`config.mk`:
```
export PLATFORM = sky130hd
export DESIGN_NAME = pipe_stage6_state_update
export DESIGN_NICKNAME = d
export VERILOG_FILES = /design/src/rtl/pipe_stage6_state_update.sv
export SDC_FILE = /design/constraint.sdc
export NUM_CORES = 2
export LEC_CHECK = 0
export CORE_MARGIN = 2
export CORE_UTILIZATION = 52
export CTS_BUF_LIST = sky130_fd_sc_hd__clkbuf_8
export DETAILED_ROUTE_END_ITERATION = 7
export PLACE_DENSITY_LB_ADDON = 0.2
export SLEW_MARGIN = 20
export SYNTH_ARGS = -nofsm -noshare
export SYNTH_HDL_FRONTEND = slang
export SYNTH_SLANG_ARGS = --single-unit
export TNS_END_PERCENT = 100
```
`constraint.sdc`:
```
create_clock -name CLK_i -period 3.9 [get_ports CLK_i]
set_input_delay 0.78 -clock CLK_i [delete_from_list [all_inputs] [get_ports CLK_i]]
set_output_delay 0.78 -clock CLK_i [all_outputs]
set_load 0.005 [all_outputs]
```
`src/rtl/pipe_stage6_state_update.sv`:
```
`default_nettype none
// ============================================================================
// Module   : pipe_stage6_state_update
// Purpose  : DAL datapath stage 6. Buffers stage-5 results (alpha,
//            alpha-scaled, beta) for every lane in a 2-entry output FIFO with
//            valid/ready on both sides. Owns the per-lane interval histogram,
//            max bin count and mode (argmax interval) that feed back into
//            stage 5. Counts accepted elements against J_size and sequences
//            IDLE -> RUN -> DRAIN -> DONE.
// Ports    : CLK_i, RST_ni (async, active-low)
//            start_i / clr_i / J_size_i      row control
//            in_valid_i / in_ready_o         stage-5 handshake
//            acc_interval_i, alpha_i, alpha_n_i, beta_i   per-lane inputs
//            out_valid_o / out_ready_i       consumer handshake
//            alpha_o, alpha_n_o, beta_o      FIFO head
//            interval_cnt_o, max_cnt_o, mode_o   feedback to stage 5
//            elem_cnt_o, done_o, err_o       status
// Revision : 1.0 - initial release
// ============================================================================
module pipe_stage6_state_update #(
    parameter int WIDTH         = 16,
    parameter int INTERVAL_SIZE = 8,
    parameter int PARA          = 16,
    parameter int PARALLEL_SIZE = 2
) (
    input  logic                                                CLK_i,
    input  logic                                                RST_ni,
    input  logic                                                start_i,
    input  logic                                                clr_i,
    input  logic [PARA-1:0]                                     J_size_i,
    input  logic                                                in_valid_i,
    output logic                                                in_ready_o,
    input  logic [PARALLEL_SIZE-1:0][INTERVAL_SIZE-1:0]         acc_interval_i,
    input  logic [PARALLEL_SIZE-1:0][WIDTH-1:0]                 alpha_i,
    input  logic [PARALLEL_SIZE-1:0][WIDTH-1:0]                 alpha_n_i,
    input  logic [PARALLEL_SIZE-1:0][WIDTH-1:0]                 beta_i,
    output logic                                                out_valid_o,
    input  logic                                                out_ready_i,
    output logic [PARALLEL_SIZE-1:0][WIDTH-1:0]                 alpha_o,
    output logic [PARALLEL_SIZE-1:0][WIDTH-1:0]                 alpha_n_o,
    output logic [PARALLEL_SIZE-1:0][WIDTH-1:0]                 beta_o,
    output logic [PARALLEL_SIZE-1:0][INTERVAL_SIZE-1:0][PARA-1:0] interval_cnt_o,
    output logic [PARALLEL_SIZE-1:0][PARA-1:0]                  max_cnt_o,
    output logic [PARALLEL_SIZE-1:0][INTERVAL_SIZE-1:0]         mode_o,
    output logic [PARA-1:0]                                     elem_cnt_o,
    output logic                                                done_o,
    output logic                                                err_o
);

    // One beat carries all three data vectors of all lanes.
    localparam int BEAT_W = 3 * PARALLEL_SIZE * WIDTH;

    typedef enum logic [1:0] {
        S_IDLE  = 2'd0,
        S_RUN   = 2'd1,
        S_DRAIN = 2'd2,
        S_DONE  = 2'd3
    } state_t;

    state_t                                              state_q, state_d;
    logic [PARA-1:0]                                     jsize_q, jsize_d;
    logic [1:0][BEAT_W-1:0]                              mem_q, mem_d;
    logic                                                wr_ptr_q, wr_ptr_d;
    logic                                                rd_ptr_q, rd_ptr_d;
    logic [1:0]                                          count_q, count_d;
    logic [PARALLEL_SIZE-1:0][INTERVAL_SIZE-1:0][PARA-1:0] bin_q, bin_d;
    logic [PARALLEL_SIZE-1:0][PARA-1:0]                  max_q, max_d;
    logic [PARALLEL_SIZE-1:0][INTERVAL_SIZE-1:0]         mode_q, mode_d;
    logic [PARA-1:0]                                     elem_q, elem_d;
    logic                                                err_q, err_d;

    logic              accept;
    logic              pop;
    logic [BEAT_W-1:0] beat_in;
    logic [BEAT_W-1:0] head_beat;
    logic [PARA-1:0]   inc_cnt;

    function automatic logic is_onehot(input logic [INTERVAL_SIZE-1:0] v);
        return (v != '0) && ((v & (v - INTERVAL_SIZE'(1))) == '0);
    endfunction

    // Saturating increment: counters stick at all-ones instead of wrapping.
    function automatic logic [PARA-1:0] sat_inc(input logic [PARA-1:0] v);
        return (v == '1) ? v : (v + PARA'(1));
    endfunction

    // Ready is a function of local state only, so stage 5 never sees a
    // combinational path from the downstream consumer.
    assign in_ready_o  = (state_q == S_RUN) && (count_q < 2'd2);
    assign out_valid_o = (count_q != 2'd0);
    assign accept      = in_valid_i && in_ready_o;
    assign pop         = out_valid_o && out_ready_i;

    assign beat_in   = {alpha_i, alpha_n_i, beta_i};
    // Gate the head with valid so an empty buffer always presents zeros.
    assign head_beat = out_valid_o ? mem_q[rd_ptr_q] : '0;
    assign {alpha_o, alpha_n_o, beta_o} = head_beat;

    assign interval_cnt_o = bin_q;
    assign max_cnt_o      = max_q;
    assign mode_o         = mode_q;
    assign elem_cnt_o     = elem_q;
    assign err_o          = err_q;
    assign done_o         = (state_q == S_DONE);

    always_comb begin
        state_d  = state_q;
        jsize_d  = jsize_q;
        mem_d    = mem_q;
        wr_ptr_d = wr_ptr_q;
        rd_ptr_d = rd_ptr_q;
        count_d  = count_q;
        bin_d    = bin_q;
        max_d    = max_q;
        mode_d   = mode_q;
        elem_d   = elem_q;
        err_d    = err_q;
        inc_cnt  = '0;

        // Output buffer; push and pop may coincide at any occupancy.
        if (accept) begin
            mem_d[wr_ptr_q] = beat_in;
            wr_ptr_d        = ~wr_ptr_q;
        end
        if (pop) begin
            rd_ptr_d = ~rd_ptr_q;
        end
        case ({accept, pop})
            2'b10:   count_d = count_q + 2'd1;
            2'b01:   count_d = count_q - 2'd1;
            default: count_d = count_q;
        endcase

        // Histogram / max / mode, each lane independent. Strict compare so a
        // tie leaves the earlier mode in place.
        if (accept) begin
            for (int i = 0; i < PARALLEL_SIZE; i++) begin
                if (is_onehot(acc_interval_i[i])) begin
                    for (int j = 0; j < INTERVAL_SIZE; j++) begin
                        if (acc_interval_i[i][j]) begin
                            inc_cnt     = sat_inc(bin_q[i][j]);
                            bin_d[i][j] = inc_cnt;
                            if (inc_cnt > max_q[i]) begin
                                max_d[i]  = inc_cnt;
                                mode_d[i] = acc_interval_i[i];
                            end
                        end
                    end
                end else begin
                    err_d = 1'b1;
                end
            end
            elem_d = sat_inc(elem_q);
        end

        case (state_q)
            S_IDLE, S_DONE: begin
                // A start from DONE implicitly clears the previous row.
                if (start_i) begin
                    jsize_d = J_size_i;
                    bin_d   = '0;
                    max_d   = '0;
                    mode_d  = '0;
                    elem_d  = '0;
                    err_d   = 1'b0;
                    state_d = (J_size_i != '0) ? S_RUN : S_DONE;
                end
            end
            S_RUN: begin
                if (accept && ((elem_q + PARA'(1)) == jsize_q)) begin
                    state_d = S_DRAIN;
                end
            end
            S_DRAIN: begin
                if (count_q == 2'd0) begin
                    state_d = S_DONE;
                end
            end
            default: state_d = S_IDLE;
        endcase

        // Clear wins over start and over a same-cycle accept.
        if (clr_i) begin
            state_d  = S_IDLE;
            wr_ptr_d = 1'b0;
            rd_ptr_d = 1'b0;
            count_d  = 2'd0;
            bin_d    = '0;
            max_d    = '0;
            mode_d   = '0;
            elem_d   = '0;
            err_d    = 1'b0;
        end
    end

    always_ff @(posedge CLK_i or negedge RST_ni) begin
        if (!RST_ni) begin
            state_q  <= S_IDLE;
            jsize_q  <= '0;
            mem_q    <= '0;
            wr_ptr_q <= 1'b0;
            rd_ptr_q <= 1'b0;
            count_q  <= 2'd0;
            bin_q    <= '0;
            max_q    <= '0;
            mode_q   <= '0;
            elem_q   <= '0;
            err_q    <= 1'b0;
        end else begin
            state_q  <= state_d;
            jsize_q  <= jsize_d;
            mem_q    <= mem_d;
            wr_ptr_q <= wr_ptr_d;
            rd_ptr_q <= rd_ptr_d;
            count_q  <= count_d;
            bin_q    <= bin_d;
            max_q    <= max_d;
            mode_q   <= mode_d;
            elem_q   <= elem_d;
            err_q    <= err_d;
        end
    end

endmodule
`default_nettype wire

```
==> results.py <==
metrics = {
    "power_and_ir_drop": {
        "power_switching_mw": 7.146,
        "power_density_mw_per_mm2": 362.0,
        "seq_power_share_pct": 35.5,
        "power_frac_comb_pct": 35.6,
        "p_int_mw": 13.63,
        "power.leakage_nw": 25.44,
        "power_frac_clock_pct": 28.8,
        "switching_share_pct": 34.40,
        "ir_drop_mv": 0.5403,
    },
    "synthesis": {
        "yosysTopAreaCell": "dfrtp_1",
        "postSynthCellCount": 4335,
        "post_synth_num_cell_types": 98,
        "synth_flop_cell": "dfrtp_1",
        "yosysSeqAreaShare_pct": 34.77,
        "async_flop_share_pct": 100.0,
        "yosys_warnings": 0,
        "synthesis.nets": 4746,
        "synth.area.top_cells": "dfrtp_1 (35%), ha_1 (9.0%), mux2_2 (7.0%)",
        "synth_top_area_share_pct": 34.77,
        "synth-edff-count": 0,
        "ys_ff_latch": 535,
        "syn_area_mm2": 0.03850,
        "avgSynthCellArea_um2": 8.882,
    },
    "route": {
        "avgViaCountPerCell": 6.087,
        "drc": 2,
        "drt.antenna.violating_nets": 0,
        "vias": 41581,
        "first_iter_violations": 3632,
        "dr.pass1.iters": 8,
        "wire_per_inst_um": 23.45,
        "wl_um": 160200,
    },
    "grt": {
        "grt_antenna_before_repair": 5,
        "track_usage_pct": 39.44,
        "overflow": 0,
        "grt_pass1_vias": 40537,
        "grt_pass1_wl_um": 236100,
        "grt_max_degree": 97,
    },
    "layout": {
        "nNetsFinal": 6195,
        "drive_gt1_share_pct": 31.66,
        "finish.utilization_pct": 78.52,
        "regArea_mm2": 0.01340,
        "fillerInstances": 4941,
        "final_cells": 6831,
        "syn_to_final_growth_pct": 49.04,
        "multi_input_area_mm2": 0.02647,
    },
    "worst_setup_path": {
        "startpoint_type": "flip-flop",
        "cp.depth": 16,
        "cpMostUsedCell": "o211ai_1",
        "cp_max_fo": 7,
        "cp_top_family": "compound AO/OA/AOI/OAI gates",
        "cp_num_buf_inv": 3,
        "cp-end-kind": "flip-flop",
        "critPathArrivalTime_ns": 4.75,
        "criticalPathCategory": "reg -> reg",
        "crit_required_ns": 4.54,
        "worst_path_max_delay_cell": "or4b_4",
        "critPathMaxStageDelay_ns": 0.57,
        "reg2regPathDepth": 16,
        "crit_chain": "ha_2, nand4_1, nor4_2, buf_4, mux2_4, ha_4, nor2b_4, o211ai_1, a2111oi_4, or4b_4, buf_8, a21oi_4, buf_6, o211ai_1, a31oi_1, o311a_1",
    },
    "sta": {
        "worst_pin_slew_ns": 0.9122,
        "finClkSkew_ns": 0.06857,
        "setup_viol": 37,
        "relSlewSlack_pct": 39.19,
        "max_freq_mhz": 243.1,
        "setup_tns_ns": -3.305,
        "hold_violations": 0,
        "min_period_ns": 4.113,
        "rsz0062_at_grt": "true",
        "post-route-period-util_pct": 105.5,
        "fin_ws_ns": -0.2128,
        "slew_violations": 0,
    },
    "clock_tree": {
        "root_buffer": "clkbuf_8",
        "clk_latency_ns": 0.76,
        "clock_path_buffers": 3,
        "cts_tree": "done",
        "cts_made_buffers": 96,
        "cts_sinks": 535,
        "clkSlewWorstSetupHoldPaths_ns": 0.07,
        "htreeDepth": 3,
    },
    "floorplan": {
        "die-area_mm2": 0.07624,
        "die_h_um": 276.1,
        "io_pins": 554,
        "die_w_um": 276.1,
        "core-area_mm2": 0.07308,
        "rows": 99,
        "start_util_pct": 52.69,
    },
    "worst_hold_path": {
        "hold_path_class": "in -> async",
    },
    "place": {
        "dp_hpwl_um": 116700,
        "io_buffer_count": 553,
        "dpl.cell_count": 6484,
        "finalWeightedCongestion": 1.078,
    },
    "run": {
        "maxCapViolations": 0,
    },
    "outcome": {
        "status": "finished with violations",
        "violations": "DRC, setup timing",
    },
}
==> routing by layer <==
metal  vias up  track usage [%]  wire length [µm]
li1      18740                -                 -
met4         0            23.22             11430
met2      2060            64.09             73840
met3       616            7.724             13720
met5         -                0                 0
met1     20165            48.89             61200
==> power by group through the flow <==
stage	clock network, mW	registers (mW)	logic, mW
after floorplan	0	7.20	3.75
final	5.99	7.38	7.40
after detailed placement	0	7.44	6.47
after CTS	6.03	7.36	6.77
after global placement	0	7.34	6.34
after global routing	6.28	7.51	7.79
==> path summary, 6_finish.rpt <==
path                                          start                   to  slack [ns]
worst max-delay path            interval_cnt_o[144]        max_cnt_o[21]       -0.21
worst min-delay path                         RST_ni  interval_cnt_o[211]        0.05
worst max register to register  interval_cnt_o[144]        max_cnt_o[21]       -0.21
worst min register to register           mem_q[150]           mem_q[150]        0.50
max in group asynchronous                    RST_ni            mem_q[98]        2.83
min in group CLK_i                       mem_q[150]           mem_q[150]        0.50
==> metrics by stage <==
stage / setup WS [ns] / total power, mW / area (µm²) / hold slack (ns)
after floorplan: -0.07417 / 10.95 / 38670 / 0.4792
after global placement: -0.4954 / 13.69 / 51290 / 0.4868
after detailed placement: -0.5617 / 13.90 / 51290 / 0.4930
final: -0.2128 / 20.77 / 57390 / 0.05125
after global routing: -0.3253 / 21.59 / 57380 / 0.09637
after CTS: -0.07278 / 20.16 / 54630 / 0.08365
==> cell usage after synthesis (7+ instances only) <==
cell type and count:
dfrtp_1 535, nor4_1 43, mux2_2 241, a41oi_1 8, nand2_1 389, o221ai_1 23
a31o_2 7, o21a_1 36, o211a_1 8, a21o_1 30, clkbuf_1 161, nand4_1 123
o21ai_0 154, nor2_1 456, or4_1 12, nor4b_1 8, xnor2_1 160, a21oi_1 298
a211oi_1 53, nor2b_1 26, a21boi_0 10, a221oi_1 12, o2111ai_1 11, ha_1 277
and4_1 20, o211ai_1 33, mux2i_1 127, a2111oi_0 13, and2_1 32, or3_1 73
and3_1 43, nand2b_1 29, inv_1 95, o31a_1 10, xor2_1 144, o31ai_1 13
a211o_1 23, a31oi_1 47, nand3_1 221, nor3_1 129, buf_1 21, buf_2 40
or2_2 12
==> sequential cells by signal (all words and copies together) (netlist names) <==
signal          cells
mem_q             192
rd_ptr_q            1
elem_cnt_o         16
state_q             2
jsize_q            16
count_q             2
err_o               1
interval_cnt_o    256
wr_ptr_q            1
max_cnt_o          32
mode_o             16
==> cell type report <==
class                      count  share of cell area, %
antenna                        7                0.03052
clock buffer                 123                  2.950
clock inverter                56                 0.8154
inverter                      95                 0.6214
multi-input combinational   3475                  46.13
sequential                   535                  23.34
tap                          959                  2.091
timing repair buffer        1581                  24.02
==> timing repair <==
item,CTS,global route
setup endpoints to repair,48,48
buffers inserted,49,117
hold buffers,0,0
gates resized for setup,161,381
gates cloned,3,4
pin swaps,88,206
endpoints found under the hold margin,0,0
==> cells in the final DEF, fill, tap and decap left out, drive strengths merged, types with 10 or more instances in the layout <==
| master | n |
|---|---|
| and3 | 43 |
| and4 | 20 |
| o31ai | 16 |
| nand2 | 389 |
| mux2i | 127 |
| clkinv | 23 |
| ha | 277 |
| nor4 | 49 |
| nand4 | 130 |
| a21boi | 10 |
| nor2b | 26 |
| nand3 | 221 |
| nor3 | 135 |
| xnor2 | 160 |
| o221ai | 23 |
| buf | 1025 |
| inv | 120 |
| o211ai | 33 |
| o2111ai | 11 |
| a2111oi | 14 |
| xor2 | 144 |
| a31oi | 48 |
| a221oi | 12 |
| dfrtp | 535 |
| o21a | 36 |
| a211oi | 53 |
| or4 | 13 |
| o31a | 10 |
| a21o | 30 |
| clkdlybuf4s50 | 552 |
| and2 | 34 |
| nor2 | 458 |
| mux2 | 241 |
| nand2b | 30 |
| clkbuf | 126 |
| a21oi | 299 |
| or2 | 14 |
| or3 | 73 |
| o21ai | 161 |
| a211o | 23 |
==> cells by family after synthesis <==
group / share of synthesized area [%]
adder cells (fa/ha/maj): 9.053
buffers and inverters: 3.386
flip-flops: 34.77
AND/OR/NAND/NOR: 21.09
XOR/XNOR: 6.915
multiplexers: 10.35
AO/OA/AOI/OAI: 14.44
Note: power is estimated with default switching activity, not from simulation.
